--- src/rtl/pool_relu_2x2.sv ---
// pool_relu_2x2: streaming 2x2 max-pool with optional ReLU over a raster feature map
module pool_relu_2x2 #(
  parameter int WIDTH  = 32,
  parameter int HEIGHT = 32,
  parameter int RELU   = 1
) (
  input  logic              clk,
  input  logic              reset,
  input  logic              enable,
  input  logic              in_valid,
  input  logic signed [7:0] in_data,
  output logic              out_valid,
  output logic signed [7:0] out_data,
  output logic [15:0]       out_addr,
  output logic              done
);
  localparam int CW = $clog2(WIDTH);
  localparam int RW = $clog2(HEIGHT);
  localparam int LW = (WIDTH > 2) ? $clog2(WIDTH / 2) : 1;
  typedef enum logic [1:0] {IDLE, RUN, DONE} state_t;
  state_t            r_state, w_next;
  logic [CW-1:0]     r_col;
  logic [RW-1:0]     r_row;
  logic signed [7:0] r_hold;
  logic signed [7:0] r_line [WIDTH/2];
  logic              w_acc, w_fire, w_last;
  logic [LW-1:0]     w_lidx;
  logic signed [7:0] w_m1, w_m2, w_res;
  logic [15:0]       w_addr;
  assign w_acc  = enable && in_valid && (r_state != DONE);
  assign w_lidx = LW'(r_col >> 1);
  assign w_m1   = (in_data > r_hold) ? in_data : r_hold;
  assign w_m2   = (r_line[w_lidx] > w_m1) ? r_line[w_lidx] : w_m1;
  assign w_res  = (RELU != 0 && w_m2 < 0) ? 8'sd0 : w_m2;
  assign w_fire = w_acc && r_row[0] && r_col[0];
  assign w_last = w_fire && r_row == RW'(HEIGHT - 1) && r_col == CW'(WIDTH - 1);
  assign w_addr = 16'(int'(r_row >> 1) * (WIDTH / 2) + int'(r_col >> 1));
  assign done   = (r_state == DONE);
  // next state: enable low always returns to IDLE; last pooled output ends the frame
  always_comb begin
    w_next = r_state;
    if (!enable) w_next = IDLE;
    else if (r_state == IDLE) w_next = RUN;
    else if (r_state == RUN && w_last) w_next = DONE;
  end
  // state register
  always_ff @(posedge clk or posedge reset)
    if (reset) r_state <= IDLE;
    else r_state <= w_next;
  // counters, horizontal hold and pooled output registers
  always_ff @(posedge clk or posedge reset)
    if (reset) begin
      r_col     <= '0;
      r_row     <= '0;
      r_hold    <= '0;
      out_valid <= 1'b0;
      out_data  <= '0;
      out_addr  <= '0;
    end else if (!enable) begin
      r_col     <= '0;
      r_row     <= '0;
      out_valid <= 1'b0;
      out_addr  <= '0;
    end else begin
      out_valid <= w_fire;
      if (w_fire) begin
        out_data <= w_res;
        out_addr <= w_addr;
      end
      if (w_acc) begin
        if (!r_col[0]) r_hold <= in_data;
        r_col <= (r_col == CW'(WIDTH - 1)) ? '0 : r_col + CW'(1);
        if (r_col == CW'(WIDTH - 1)) r_row <= (r_row == RW'(HEIGHT - 1)) ? '0 : r_row + RW'(1);
      end
    end
  // line buffer keeps the top-row pair maxima; always written before being read
  always_ff @(posedge clk)
    if (w_acc && !r_row[0] && r_col[0]) r_line[w_lidx] <= w_m1;
endmodule

--- config.mk ---
export PLATFORM = sky130hd
export DESIGN_NAME = pool_relu_2x2
export DESIGN_NICKNAME = d
export VERILOG_FILES = /design/src/rtl/pool_relu_2x2.sv
export SDC_FILE = /design/constraint.sdc
export NUM_CORES = 1
export LEC_CHECK = 0
export BUFFER_PORTS_ARGS = -buffer_cell sky130_fd_sc_hd__buf_2
export CORE_UTILIZATION = 50
export DETAILED_ROUTE_END_ITERATION = 12
export PLACE_DENSITY = 0.7
export SLEW_MARGIN = 20
export SYNTH_ARGS = -nofsm -noshare
export SYNTH_HDL_FRONTEND = slang
export SYNTH_SLANG_ARGS = --single-unit
--- constraint.sdc ---
create_clock -name clk -period 3.8 [get_ports clk]
set_input_delay 0 -clock clk [delete_from_list [all_inputs] [get_ports clk]]
set_output_delay 0 -clock clk [all_outputs]
set_load 0.01 [all_outputs]
# == After elaboration in Yosys (flattened, before gate mapping) ==
# Memories as Yosys holds them, arrays and structs flattened.
# Cells that the tools add are included.
# op_classes
addsub,3
order_cmp,3
eq_ne,9
muxes,18
bitwise_logic,1
reduce_logical,14
# ops
operator,n
5-bit two-way mux,7
16-bit two-way mux,2
8-bit two-way mux,3
8-bit > comparator,2
"5-bit by 1-bit adder with 5-bit output, second input constant",2
"5-bit equality test, second input constant",2
8-bit by 4-bit adder with 9-bit output,1
1-bit logical AND,9
"8-bit by 1-bit < comparator with 1-bit output, second input constant",1
2-bit two-way mux,3
"2-bit by 1-bit inequality test with 1-bit output, second input constant",3
2-bit AND reduction,2
1-bit two-way mux,3
"3-bit by 1-bit inequality test with 1-bit output, second input constant",1
3-bit AND reduction,1
"2-bit by 1-bit equality test with 1-bit output, second input constant",1
"2-bit equality test, second input constant",1
2-bit logical NOT,1
"2-bit inequality test, second input constant",1
1-bit logical NOT,1
1-bit inverter,1
# totals
register_bits,45
ramBits,128
in_bits,12
word_cells,56
mem_count,1
# mem_list
name,words,word_bits,rd,rd_clocked_by_memory_dff,write_ports,line,rtl
r_line,16,8,1,0,1,25,logic signed [7:0] r_line [WIDTH/2];

# == Longest topological paths before layout ==
# Gate-level depths: netlist (run 1).
# depth
word_depth,10
mapped_depth,18
ltp_nobuf,17

# == Least setup slack after synthesis (run 1) ==
# OpenSTA, ideal clock, no wires.
# synth_timing
kind,reg2reg
from,register r_col[1]
to,register out_data[3]
setup_time_ps,104
arrival_time_ps,4066
t_required_ps,3696
slack_ps,-370
stages_incl_launch_ff,16
path_buffers,4
synth_period_minus_slack_ps,4170
cell_sequence,dfrtp_1 > buf_6 > buf_2 > buf_2 > mux4_2 > mux4_2 > ha_1 > a21o_1 > nand2_1 > nand3b_1 > or3_1 > a31o_2 > a31o_4 > and2_4 > buf_6 > o311ai_1
# synth_via
elab_chain_cells,5
# synth_lines
element,line,rtl
start: declaration,22,logic [CW-1:0] r_col;
start signal: assignment,72,r_col <= (r_col == CW'(WIDTH - 1)) ? '0 : r_col + CW'(1);
memory 16 x 8 bit (*),--,
8-bit > comparator,33,assign w_m2 = (r_line[w_lidx] > w_m1) ? r_line[w_lidx] : w_m1;
8-bit two-way mux (*),33,
8-bit by 1-bit < comparator with 1-bit output,34,assign w_res = (RELU != 0 && w_m2 < 0) ? 8'sd0 : w_m2;
8-bit two-way mux (*),34,
end signal: assignment,67,out_data <= w_res;
end: declaration,13,"output logic signed [7:0] out_data,"
# Every way passes the cells marked *; elsewhere a longest branch is shown, timed or not.
# A chain may end at the register's enable or synchronous reset.

# == Worst setup path after layout (run 1) ==
# layout_timing
from,register r_col[1]
to,register out_data[1]
# The elaborated chain is that of the path after synthesis.

==> impl_metrics.csv, run 1 <==
group,metric,value,unit
yosys,async_flop_share,0.220,
power,p_sw_frac,0.247,
yosys,syn-cell-area,7180,um2
finish,stdcell_count,701,
yosys,ys_seq_elements,164,
finish,nets,538,
die,io_pins,38,
critical_path,critPathMaxFanout,12,
min_path,hold_path_class,"input pin to flop",
critical_path,cpMostUsedCell,"mux4_2",
yosys,synth_cells,452,
timing,rsz0062_at_grt,"no",
timing,setup_viol,0,
power,power_density,529,nW/um2
timing,maxSlewHeadroom,0.312,
cts,clock_sinks,164,
placement,dpl.cell_count,658,
critical_path,cp_top_family,"multiplexers",
timing,fin_skew,0.00861,ns
timing,hold_viol_final,0,
placement,gp_congestion,0.812,
placement,portBuffers,28,
die,start_util,0.515,
cts,clk_latency,0.43,ns
drt,routed_via_density,5.86,
finish,diodes,0,
power,p_clk_frac,0.404,
die,core-area,13900,um2
cts,path_clk_slew,0.06,ns
yosys,synth_top_area_share,0.535,
finish,drive_gt1_frac,0.269,
global_route,grt_max_degree,42,
global_route,grt_pass1_vias,4069,
yosys,synth_edf_count,128,
cts,cts-htree-levels,4,
timing,finalSetupTns,0,ns
timing,finalCriticalPeriod,3.64,ns
critical_path,critical_path.cell_chain,"buf_12 > mux4_2 > mux4_2 > ha_4 > a21o_1 > nand2_1 > nand3b_1 > or3_1 > a31o_2 > a31o_4 > and2_4 > o311ai_1",
drt,route.detailed.drc,0,
critical_path,path_class,"flop to flop",
yosys,synth_common_cells,"edfxtp_1, nand2_1, dfrtp_1",
drt,num_vias,4111,
die,die_w,122,um
timing,fin_crit_sh,0.957,
job,cap_violations,0,
drt,wl,15000,um
critical_path,path_buf_inv,1,
yosys,synthFlopType,"edfxtp_1",
drt,dr.pass1.iters,5,
critical_path,end_kind,"flop",
cts,cts.path.max_buffers,2,
drt,wl_per_cell,21.4,um
critical_path,cp.required,4.11,ns
drt,antenna_left,0,
critical_path,worstPathArrival,3.95,ns
cts,root_buffer,"clkbuf_16",
timing,hold_slack,0.0833,ns
power,p_sw,1.09,mW
power,irDropWorstVdd,287,uV
cts,cts-buffers-inserted,17,
yosys,yosys_warnings,0,
yosys,yosys.area.top_type,"edfxtp_1",
cts,cts_tree,"yes",
timing,worst_slew_pin_slew,1.03,ns
yosys,synth.avg_cell_area,15.9,um2
timing,fmax,0.275,GHz
yosys,synthMostInstantiatedCell,"edfxtp_1",
yosys,ys_types,53,
power,p_leak,3.10,nW
global_route,grt_pass1_wl,23100,um
critical_path,slowest_stage,"mux4_2",
die,fp.dieArea,14800,um2
die,num_rows,43,
global_route,antenna_found_initial,0,
placement,dpl.hpwl,9380,um
finish,syn_to_final_growth,16.2,%
power,p_comb_frac,0.120,
critical_path,worstSetupStartpointType,"flop",
die,die_h,122,um
run_status,outcome,"finished clean",
drt,drt_iter0_drc,481,
timing,timing.final.max_slew_violations,0,
global_route,grt_use_total,0.220,
yosys,synth_area_leaders,"edfxtp_1, dfrtp_1, mux4_2, ha_1, nand2_1",
global_route,gr-total-overflow,0,
yosys,yosysSeqAreaShare,0.661,
critical_path,slowest_delay,0.53,ns
power,p_int,3.33,mW
power,seqPwrFrac,0.476,
==> flip-flops by register name (all words and copies together) (netlist names) <==
register   flops
out_addr       8
out_data       7
out_valid      1
r_col          5
r_hold         8
r_line       128
r_row          5
r_state        2
==> through the flow <==
step                power (mW)  area (um2)  setup slack, ns   util
floorplan                 2.49        7250           0.0152      -
global placement          2.62        7590            0.289  0.545
detailed placement        2.65        7590            0.192  0.545
CTS                       4.43        8310            0.167  0.596
global route              4.57        8340           0.0278  0.599
finish                    4.42        8340            0.162  0.599
==> placed cells by master, fill, tap and decap left out, drive strengths merged, types with 10 or more instances in the layout <==
cell type	netlist	final
dfrtp	36	36
inv	22	28
ha	18	18
edfxtp	128	128
dlygate4sd3	0	10
clkbuf	13	18
o21ai	10	10
nand2	44	44
mux4	38	38
mux2	11	11
nand3	16	16
buf	16	47
nor2	20	20
==> routing by layer <==
layer	share of wire	vias to the layer above	track usage
met5	0	-	0
met4	0.027	0	0.103
met3	0.058	26	0.0613
met2	0.50	146	0.352
met1	0.41	2099	0.278
li1	-	1840	-
==> path summary, 6_finish.rpt <==
check | start | end | slack (ns) | cells past startpoint
worst min register to register | out_data[5]$_DFFE_PP0P_ | out_data[5]$_DFFE_PP0P_ | 0.50 | 2
max in group asynchronous | reset | r_col[1]$_DFFE_PP0P_ | 3.24 | 4
min in group asynchronous | reset | out_addr[1]$_DFFE_PP0P_ | 0.22 | 4
worst max-delay path | r_col[1]$_DFFE_PP0P_ | out_data[1]$_DFFE_PP0P_ | 0.16 | 12
worst min-delay path | in_valid | r_col[1]$_DFFE_PP0P_ | 0.08 | 4
worst max register to register | r_col[1]$_DFFE_PP0P_ | out_data[1]$_DFFE_PP0P_ | 0.16 | 12
==> logic make-up after synthesis <==
group,count (synthesis),synth area share
flops,164,0.661
mux,52,0.143
compound gates,40,0.0432
simple gates,123,0.0831
buf+inv,51,0.0340
fa+ha+maj,19,0.0329
other cells,1,0.000522
xor+xnor,2,0.00244
==> worst reg2reg max path, delay by kind of cell (launching register included) <==
family | cells | cell delay (ns)
and+or+nand+nor | 4 | 0.63
buffers and inverters | 1 | 0.18
AOI/OAI and AO/OA | 4 | 0.95
adders and majority gates | 1 | 0.26
DFF | 1 | 0.44
muxes | 2 | 1.05
==> power by group through the flow <==
| stage | sequential, mW | clock (mW) | combinational, mW |
|---|---|---|---|
| 3_3_place_gp | 2.13 | 0 | 0.489 |
| 4_1_cts | 2.10 | 1.81 | 0.522 |
| 5_1_grt | 2.11 | 1.88 | 0.585 |
| 6_report | 2.10 | 1.78 | 0.532 |
| 2_1_floorplan | 2.14 | 0 | 0.358 |
| 3_5_place_dp | 2.14 | 0 | 0.511 |
==> cell type report <==
type                       count  area, um2
clock buffer                  17        425
clock inverter                15        193
fill                        1042       5590
inverter                      22       82.6
multi-input combinational    245       2240
sequential                   164       4750
tap                          180        225
timing repair buffer          58        433
==> repair_timing <==
| item | 4_1_cts | 5_1_grt |
|---|---|---|
| setup buffers | 0 | 0 |
| hold buffers | 10 | 0 |
| endpoints found under the setup margin | 0 | 1 |
| hold endpoints to repair | 59 | 0 |
| gates resized for setup | 0 | 1 |
Power figures use the tool's default switching activity.
==> inputs of run 2 (changes only) <==
--- a/config.mk
+++ b/config.mk
@@ -8,6 +8,7 @@
 export BUFFER_PORTS_ARGS = -buffer_cell sky130_fd_sc_hd__buf_2
 export CORE_UTILIZATION = 50
 export DETAILED_ROUTE_END_ITERATION = 12
+export MAX_ROUTING_LAYER = met4
 export PLACE_DENSITY = 0.7
 export SLEW_MARGIN = 20
 export SYNTH_ARGS = -nofsm -noshare
==> run 2 against run 1 <==
Against the previous run: sequential share of layout area stayed put; die area stayed put; clock power hardly changed.
==> impl_metrics.csv, run 2 (synthesis results as in run 1) <==
group,metric,value,unit
run_status,outcome,"finished clean",
die,io_pins,38,
drt,num_vias,4116,
placement,portBuffers,28,
cts,clk_latency,0.43,ns
critical_path,cp.required,4.12,ns
die,die_h,122,um
cts,post_cts_buffers,0,
finish,max_flop_register,"r_line",
finish,layout_common_cells,"edfxtp_1, nand2_1, dfrtp_1",
critical_path,cpMostUsedCell,"mux4_2",
finish,drive_gt1_frac,0.269,
cts,cts-buffers-inserted,17,
min_path,holdPathStages,4,
timing,rsz0062_at_grt,"no",
critical_path,critical_path.cell_chain,"buf_12 > mux4_2 > mux4_2 > ha_4 > a21o_1 > nand2_1 > nand3b_1 > or3_1 > a31o_2 > a31o_4 > and2_4 > o311ai_1",
critical_path,slowest_delay,0.53,ns
critical_path,slowest_stage,"mux4_2",
power,power.total,4.41,mW
finish,nets,538,
critical_path,path_class,"flop to flop",
drt,drt_iter0_drc,424,
power,irDropWorstVdd,283,uV
min_path,min_from,"in_valid",
finish,diodes,0,
timing,hold_viol_final,0,
timing,finalSetupTns,0,ns
critical_path,rr_startpoint,"r_col[1]$_DFFE_PP0P_",
min_path,hold_path_class,"input pin to flop",
cts,cts.path.max_buffers,2,
die,fp.dieArea,14800,um2
critical_path,cp-startpoint,"r_col[1]$_DFFE_PP0P_",
drt,antenna_left,0,
finish,layout_commonest_cell,"edfxtp_1",
die,num_rows,43,
global_route,gr-total-overflow,0,
timing,timing.final.max_slew_violations,0,
critical_path,worstSetupStartpointType,"flop",
cts,cts_tree,"yes",
critical_path,end_kind,"flop",
drt,wl,14900,um
timing,maxSlewHeadroom,0.324,
cts,cts-htree-levels,4,
cts,path_clk_slew,0.06,ns
drt,routed_via_density,5.87,
drt,wl_per_cell,21.2,um
job,cap_violations,0,
timing,fmax,0.277,GHz
critical_path,rr_worst_depth,12,
die,start_util,0.515,
placement,dpl.hpwl,9380,um
power,power_density,529,nW/um2
global_route,grt_max_degree,42,
timing,fin_crit_sh,0.951,
finish,multi_input_area,2240,um2
finish,seq_area,4750,um2
global_route,grt_pass1_vias,4085,
finish,fin_area,8340,um2
finish,largest_register_ff_count,128,
die,core-area,13900,um2
finish,n_fill_cell,1042,
drt,route.detailed.drc,0,
timing,finalCriticalPeriod,3.61,ns
timing,fin_skew,0.0113,ns
global_route,grt_use_total,0.226,
finish,syn_to_final_growth,16.2,%
cts,root_buffer,"clkbuf_16",
critical_path,critPathMaxFanout,12,
cts,clock_sinks,164,
die,die_w,122,um
placement,place_area,7590,um2
finish,reg_top3,"r_line: 128 flops, out_addr: 8 flops, r_hold: 8 flops",
drt,dr.pass1.iters,5,
placement,gp_congestion,0.824,
timing,worst_slew_pin_slew,1.01,ns
global_route,antenna_found_initial,0,
power,p_leak,3.10,nW
critical_path,worstPathArrival,3.93,ns
timing,setup_viol,0,
global_route,grt_pass1_wl,23100,um
## run 2: cell counts in the layout (fill, tap and decap cells not counted)
Identical to the previous run, type by type.
## run 2: final timing paths
kind                                            to  slack [ns]
max                        out_data[1]$_DFFE_PP0P_        0.19
min                           r_col[1]$_DFFE_PP0P_        0.09
max reg2reg                out_data[1]$_DFFE_PP0P_        0.19
min reg2reg                out_data[5]$_DFFE_PP0P_        0.50
max in group asynchronous     r_col[1]$_DFFE_PP0P_        3.23
min in group asynchronous  out_addr[1]$_DFFE_PP0P_        0.22
## run 2: stage by stage
| step | instances | hold slack [ns] | util | worst slack, ns |
|---|---|---|---|---|
| final | 701 | 0.0869 | 0.599 | 0.187 |
| after global routing | 701 | 0.106 | 0.599 | 0.0278 |
| after CTS | 700 | 0.0652 | 0.596 | 0.167 |
| after detailed placement | 658 | 0.124 | 0.545 | 0.192 |
| after global placement | 658 | 0.121 | 0.545 | 0.289 |
| after floorplan | 460 | 0.151 | - | 0.0152 |
## run 2: critical path, delay by kind of cell, from the launching register on
kind            cells  cell delay (ns)
compound gates      4             0.93
fa+ha+maj           1             0.26
buf+inv             1             0.19
flops               1             0.44
mux                 2             1.05
simple gates        4             0.63
## run 2: what timing repair did
item	in CTS	in global routing
endpoints found under the setup margin	0	1
hold buffers	10	0
gates resized for setup	0	1
endpoints found under the hold margin	59	0
## run 2: cell type report
cell class                 count  area share
sequential                   164       0.569
multi-input combinational    245       0.268
timing repair buffer          58      0.0519
clock buffer                  17      0.0510
tap                          180      0.0270
clock inverter                15      0.0231
inverter                      22     0.00990
## run 2: report_power, final
part / internal, mW / leakage (nW) / switching (mW) / total [mW]
Combinational: 0.210 / 1.18 / 0.322 / 0.532
Clock: 1.05 / 0.296 / 0.728 / 1.78
Sequential: 2.07 / 1.63 / 0.0340 / 2.10
## run 2: per-layer routing
metal / track usage / part of all wire / up-vias / wire length, um
li1: - / - / 1838 / -
met1: 0.276 / 0.41 / 2089 / 6110
met2: 0.352 / 0.50 / 157 / 7400
met3: 0.0613 / 0.064 / 32 / 948
met4: 0.103 / 0.028 / 0 / 414
met5: - / 0 / - / 0
